### src/rtl/round_pkg.sv
// round_pkg: shared round states and default match parameters for the sequencer and score decoder.
package round_pkg;

    typedef enum logic [2:0] {
        IDLE      = 3'd0,
        PLAY      = 3'd1,
        WIN_HOLD  = 3'd2,
        LOSS_HOLD = 3'd3,
        OVER      = 3'd4
    } round_state_t;

    localparam int WIN_LIMIT_DEF   = 7;
    localparam int HOLD_CYCLES_DEF = 16;
    localparam int CNT_W_DEF       = 3;

endpackage

### src/rtl/hold_timer.sv
// hold_timer: loadable down-counter timing the between-round playfield hold window.
module hold_timer #(
    parameter int HOLD_CYCLES = 16
) (
    input  logic clk,
    input  logic reset,
    input  logic load_i,
    output logic done_o
);

    localparam int W = $clog2(HOLD_CYCLES + 1);

    logic [W-1:0] count_q;

    always_ff @(posedge clk) begin
        if (reset)
            count_q <= '0;
        else if (load_i)
            count_q <= W'(HOLD_CYCLES - 1);
        else if (count_q != '0)
            count_q <= count_q - 1'b1;
    end

    assign done_o = (count_q == '0) && !load_i;

endmodule

### src/rtl/round_sequencer.sv
// round_sequencer: gates play, counts the win streak, and holds the playfield in reset between rounds.
module round_sequencer
    import round_pkg::*;
#(
    parameter int WIN_LIMIT   = WIN_LIMIT_DEF,
    parameter int HOLD_CYCLES = HOLD_CYCLES_DEF,
    parameter int CNT_W       = CNT_W_DEF
) (
    input  logic             clk,
    input  logic             reset,
    input  logic             start_i,
    input  logic             score_i,
    input  logic             hit_i,
    output logic             play_en_o,
    output logic             field_reset_o,
    output logic             win_pulse_o,
    output logic [CNT_W-1:0] win_count_o,
    output logic             match_over_o
);

    round_state_t     state_q;
    logic             start_q;
    logic             play_en_q;
    logic             field_reset_q;
    logic             win_pulse_q;
    logic [CNT_W-1:0] win_count_q;
    logic             match_over_q;
    logic             hold_done;

    wire start_rise = start_i & ~start_q;
    wire last_win   = ({1'b0, win_count_q} + 1'b1) == (CNT_W + 1)'(WIN_LIMIT);

    // Any round-ending event in PLAY arms the hold window for the following state.
    hold_timer #(.HOLD_CYCLES(HOLD_CYCLES)) u_hold (
        .clk    (clk),
        .reset  (reset),
        .load_i (state_q == PLAY && (hit_i || score_i)),
        .done_o (hold_done)
    );

    always_ff @(posedge clk) begin
        if (reset) begin
            state_q       <= IDLE;
            start_q       <= 1'b1;
            play_en_q     <= 1'b0;
            field_reset_q <= 1'b1;
            win_pulse_q   <= 1'b0;
            win_count_q   <= '0;
            match_over_q  <= 1'b0;
        end else begin
            start_q     <= start_i;
            win_pulse_q <= 1'b0;
            case (state_q)
                IDLE: if (start_rise) begin
                    state_q       <= PLAY;
                    play_en_q     <= 1'b1;
                    field_reset_q <= 1'b0;
                end
                PLAY: if (hit_i) begin
                    state_q       <= LOSS_HOLD;
                    win_count_q   <= '0;
                    play_en_q     <= 1'b0;
                    field_reset_q <= 1'b1;
                end else if (score_i) begin
                    state_q       <= last_win ? OVER : WIN_HOLD;
                    win_count_q   <= win_count_q + 1'b1;
                    win_pulse_q   <= 1'b1;
                    match_over_q  <= last_win;
                    play_en_q     <= 1'b0;
                    field_reset_q <= 1'b1;
                end
                WIN_HOLD, LOSS_HOLD: if (hold_done) begin
                    state_q       <= PLAY;
                    play_en_q     <= 1'b1;
                    field_reset_q <= 1'b0;
                end
                OVER: if (start_rise) begin
                    state_q      <= IDLE;
                    win_count_q  <= '0;
                    match_over_q <= 1'b0;
                end
                default: begin
                    state_q       <= IDLE;
                    play_en_q     <= 1'b0;
                    field_reset_q <= 1'b1;
                    win_count_q   <= '0;
                    match_over_q  <= 1'b0;
                end
            endcase
        end
    end

    assign play_en_o     = play_en_q;
    assign field_reset_o = field_reset_q;
    assign win_pulse_o   = win_pulse_q;
    assign win_count_o   = win_count_q;
    assign match_over_o  = match_over_q;

endmodule
### config.mk
export PLATFORM = sky130hd
export DESIGN_NAME = round_sequencer
export DESIGN_NICKNAME = d
export VERILOG_FILES = /design/src/rtl/round_pkg.sv /design/src/rtl/hold_timer.sv /design/src/rtl/round_sequencer.sv
export SDC_FILE = /design/constraint.sdc
export NUM_CORES = 1
export LEC_CHECK = 0
export CORE_MARGIN = 10
export CORE_UTILIZATION = 36
export DETAILED_ROUTE_END_ITERATION = 8
export HOLD_SLACK_MARGIN = 0.06
export PLACE_DENSITY_LB_ADDON = 0.2
export SLEW_MARGIN = 25
export SYNTH_ARGS = -nofsm -noshare
export SYNTH_HDL_FRONTEND = slang
export SYNTH_SLANG_ARGS = --single-unit
### constraint.sdc
create_clock -name clk -period 1.4 [get_ports clk]
set_input_delay 0.28 -clock clk [delete_from_list [all_inputs] [get_ports clk]]
set_output_delay 0.28 -clock clk [all_outputs]
set_load 0.1 [all_outputs]
==> metrics.md <==
| Metric | Value |
|---|---|
| Outcome | finished, violations left |
| Failing checks | setup timing |
| Setup crit start kind | register |
| Initial Utilization | 0.379 |
| Nets | 139 |
| DR DRC count | 0 |
| Clk slew on worst S/H paths | 0.09 ns |
| Arr. time, crit path | 1.69 ns |
| HP Class | in2reg |
| Die Area | 4690 sq um |
| CTS tree | done |
| Max-slew violation count | 0 |
| P per Cell Area | 1490 nW/um^2 |
| Num Clock Sinks | 16 |
| Syn-to-layout area delta | 53.0% |
| Critical path required time | 1.57 ns |
| CP max FO | 3 |
| Final Hold Viols | 0 |
| Maximum VDD drop | 0.853 mV |
| Vias per inst | 5.00 |
| Pre-CTS WS | -0.307 ns |
| Finish-stage setup viols | 5 |
| DR iter-0 viols | 9 |
| Die H | 68.5 microns |
| Max-Cap Viols | 0 |
| Worst Path Buf+Inv | 1 |
| TritonRoute pass-1 iters | 4 |
| FMAX | 0.660 GHz |
| Setup ws final | -0.114 ns |
| Commonest non-fill, non-tap cell in the layout | buf_4 |
| Yosys Warn Count | 0 |
| Vias in the first global route | 817 |
| Synthesized area per cell | 8.73 sq um |
| Post-Synthesis Cells | 97 |
| Min cycle time layout | 1.51 ns |
| Synth Register Bits | 16 |
| DIE WIDTH | 68.5 microns |
| Fraction of layout cells with a size suffix above 1 | 0.430 |
| Avg WL per Cell | 13.0 microns |
| Io pins | 12 |
| Hold-fix buffers at CTS | 0 |
| CORE AREA | 2230 sq um |
| Routed vias | 780 |
| CTS Root Cell | clkbuf_4 |
| Longest Clk Path Bufs | 2 |
| Initial antenna violation count | 0 |
| Critical Path Max Stage Delay | 0.48 ns |
| Diodes inserted | 0 |
| Flop2flop setup slack | -0.11 ns |
| Placer Congestion | 0.757 |
| Synth cell types | 36 |
| Final wirelength | 2.02 mm |
| Setup CP Type | reg2reg |
| GRT Total Usage | 0.0936 |
| Post-Synthesis Cell Area | 847 sq um |
| Layout Skew | 0.00848 ns |
| Mapped Nets | 106 |
| Pin count of the biggest net entering global routing | 10 |
| Post-route ant nets | 0 |
| CTS buffer count | 3 |
| Cell Chain, Critical Path | inv_2, ha_4, or4b_4, nand3b_4, nor3b_4, o21ai_1 |
| Clk_lat worst skew | 0.28 ns |
| CP endpoint kind | register |
| Tot Pwr | 1.93 mW |
| Top delay family on crit path | simple AND/OR/NAND/NOR gates |
| First-pass GRT wire length | 3.39 mm |
| CTS H-tree lvls | 1 |
| IO Port Bufs | 11 |
| Slowest cell on the critical path | or4b_4 |
| Dpl hpwl | 1.53 mm |
| Slew @ Worst Pin | 0.435 ns |
| Most frequent cells in the layout | buf_4, a21oi_1, dfxtp_1, buf_12, dfxtp_2 |
| Grt total ovfl | 0 |
| Slew headroom | 0.708 |
| RSZ-0062 raised after global routing | true |
| Tcrit/Tclk final | 1.08 |
| Leak pwr | 0.563 nW |
| Register area share after synthesis | 0.378 |
| Count of standard-cell rows | 17 |
==> what timing repair did <==
action,CTS,global route
buffers inserted,2,1
pin swaps,4,8
gates resized for setup,6,8
endpoints found under the setup margin,7,12
==> metal layers <==
metal / routed length (microns) / up-vias / GRT usage / part of all wire
met5: 0 / - / 0 / 0
met4: 12 / 0 / 0.0302 / 0.0059
met2: 1030 / 13 / 0.159 / 0.51
met3: 109 / 2 / 0.0370 / 0.054
met1: 870 / 364 / 0.105 / 0.43
li1: - / 401 / - / -
==> where the power goes <==
part,total [mW],leakage [nW],internal (mW),switching [mW]
Combinational,1.07,0.414,0.562,0.507
Clock,0.237,0.0138,0.0997,0.137
Sequential,0.623,0.135,0.552,0.0710
==> final timing paths <==
check | endpoint | cells after the start | startpoint
setup / recovery | field_reset_o | 6 | u_hold.count_q[0]
hold / removal | win_count_o[2] | 4 | hit_i
setup reg to reg | field_reset_o | 6 | u_hold.count_q[0]
hold reg to reg | field_reset_o | 2 | field_reset_o
==> Yosys cell counts <==
cell type,instances,area share
a21o_1,1,0.0089
nor3_1,3,0.018
inv_1,8,0.035
a221oi_1,1,0.010
or2_2,2,0.015
a21oi_1,11,0.065
nand2_1,6,0.027
nor2_1,4,0.018
a21boi_0,1,0.0089
clkbuf_1,1,0.0044
o21ai_0,4,0.024
ha_1,4,0.059
xnor2_1,1,0.010
nor3b_1,1,0.0089
and4_1,1,0.010
mux2_2,1,0.013
or4b_1,1,0.012
nand4_1,1,0.0074
o21a_1,2,0.018
and2_1,1,0.0074
nor4_1,1,0.0074
xor2_1,1,0.010
or3_1,3,0.022
o31ai_1,1,0.0089
o21ai_1,1,0.0059
dfxtp_1,16,0.38
nand2b_1,4,0.030
nand3b_4,1,0.024
buf_4,2,0.018
nor4b_2,1,0.018
o32ai_1,2,0.021
mux2i_1,1,0.012
nor2b_1,4,0.030
a311oi_1,1,0.010
nor3b_2,1,0.015
buf_2,2,0.012
==> worst register-to-register path, delay by kind of cell, from the launching register on <==
family	cells	cell delay [ns]
and+or+nand+nor	3	0.79
DFF	1	0.33
adders and majority gates	1	0.13
AOI/OAI and AO/OA	1	0.09
buffers and inverters	1	0.07
==> kinds of logic (layout without fill, tap and decap cells) <==
logic type,Yosys count,after routing,synth area share
flops,16,16,0.378
fa+ha+maj,4,4,0.0591
simple gates,35,35,0.267
buf+inv,13,44,0.0694
xor+xnor,2,2,0.0207
compound gates,25,25,0.180
mux,2,2,0.0251
==> flip-flops by register name, summed over array words and instances, names as in the netlist <==
signal	flops
win_count_o	3
u_hold.count_q	5
match_over_o	1
state_q	3
play_en_o	1
win_pulse_o	1
start_q	1
field_reset_o	1
==> layout make-up <==
class,instances,area [sq um]
clock buffer,3,22.5
fill,205,937
inverter,8,30.0
multi-input combinational,68,524
sequential,16,337
tap,28,35.0
timing repair buffer,33,348
==> stage by stage <==
stage	cell area (sq um)	hold slack, ns	setup TNS, ns	cells	utilization
5_1_grt	1300	0.506	-1.00	156	0.580
3_5_place_dp	1210	0.495	-2.03	151	0.543
3_3_place_gp	1210	0.498	-1.69	151	0.543
2_1_floorplan	882	0.387	-0.271	97	-
6_report	1300	0.464	-0.424	156	0.580
4_1_cts	1270	0.514	-0.470	156	0.570
(Power assumes the default switching activity.)
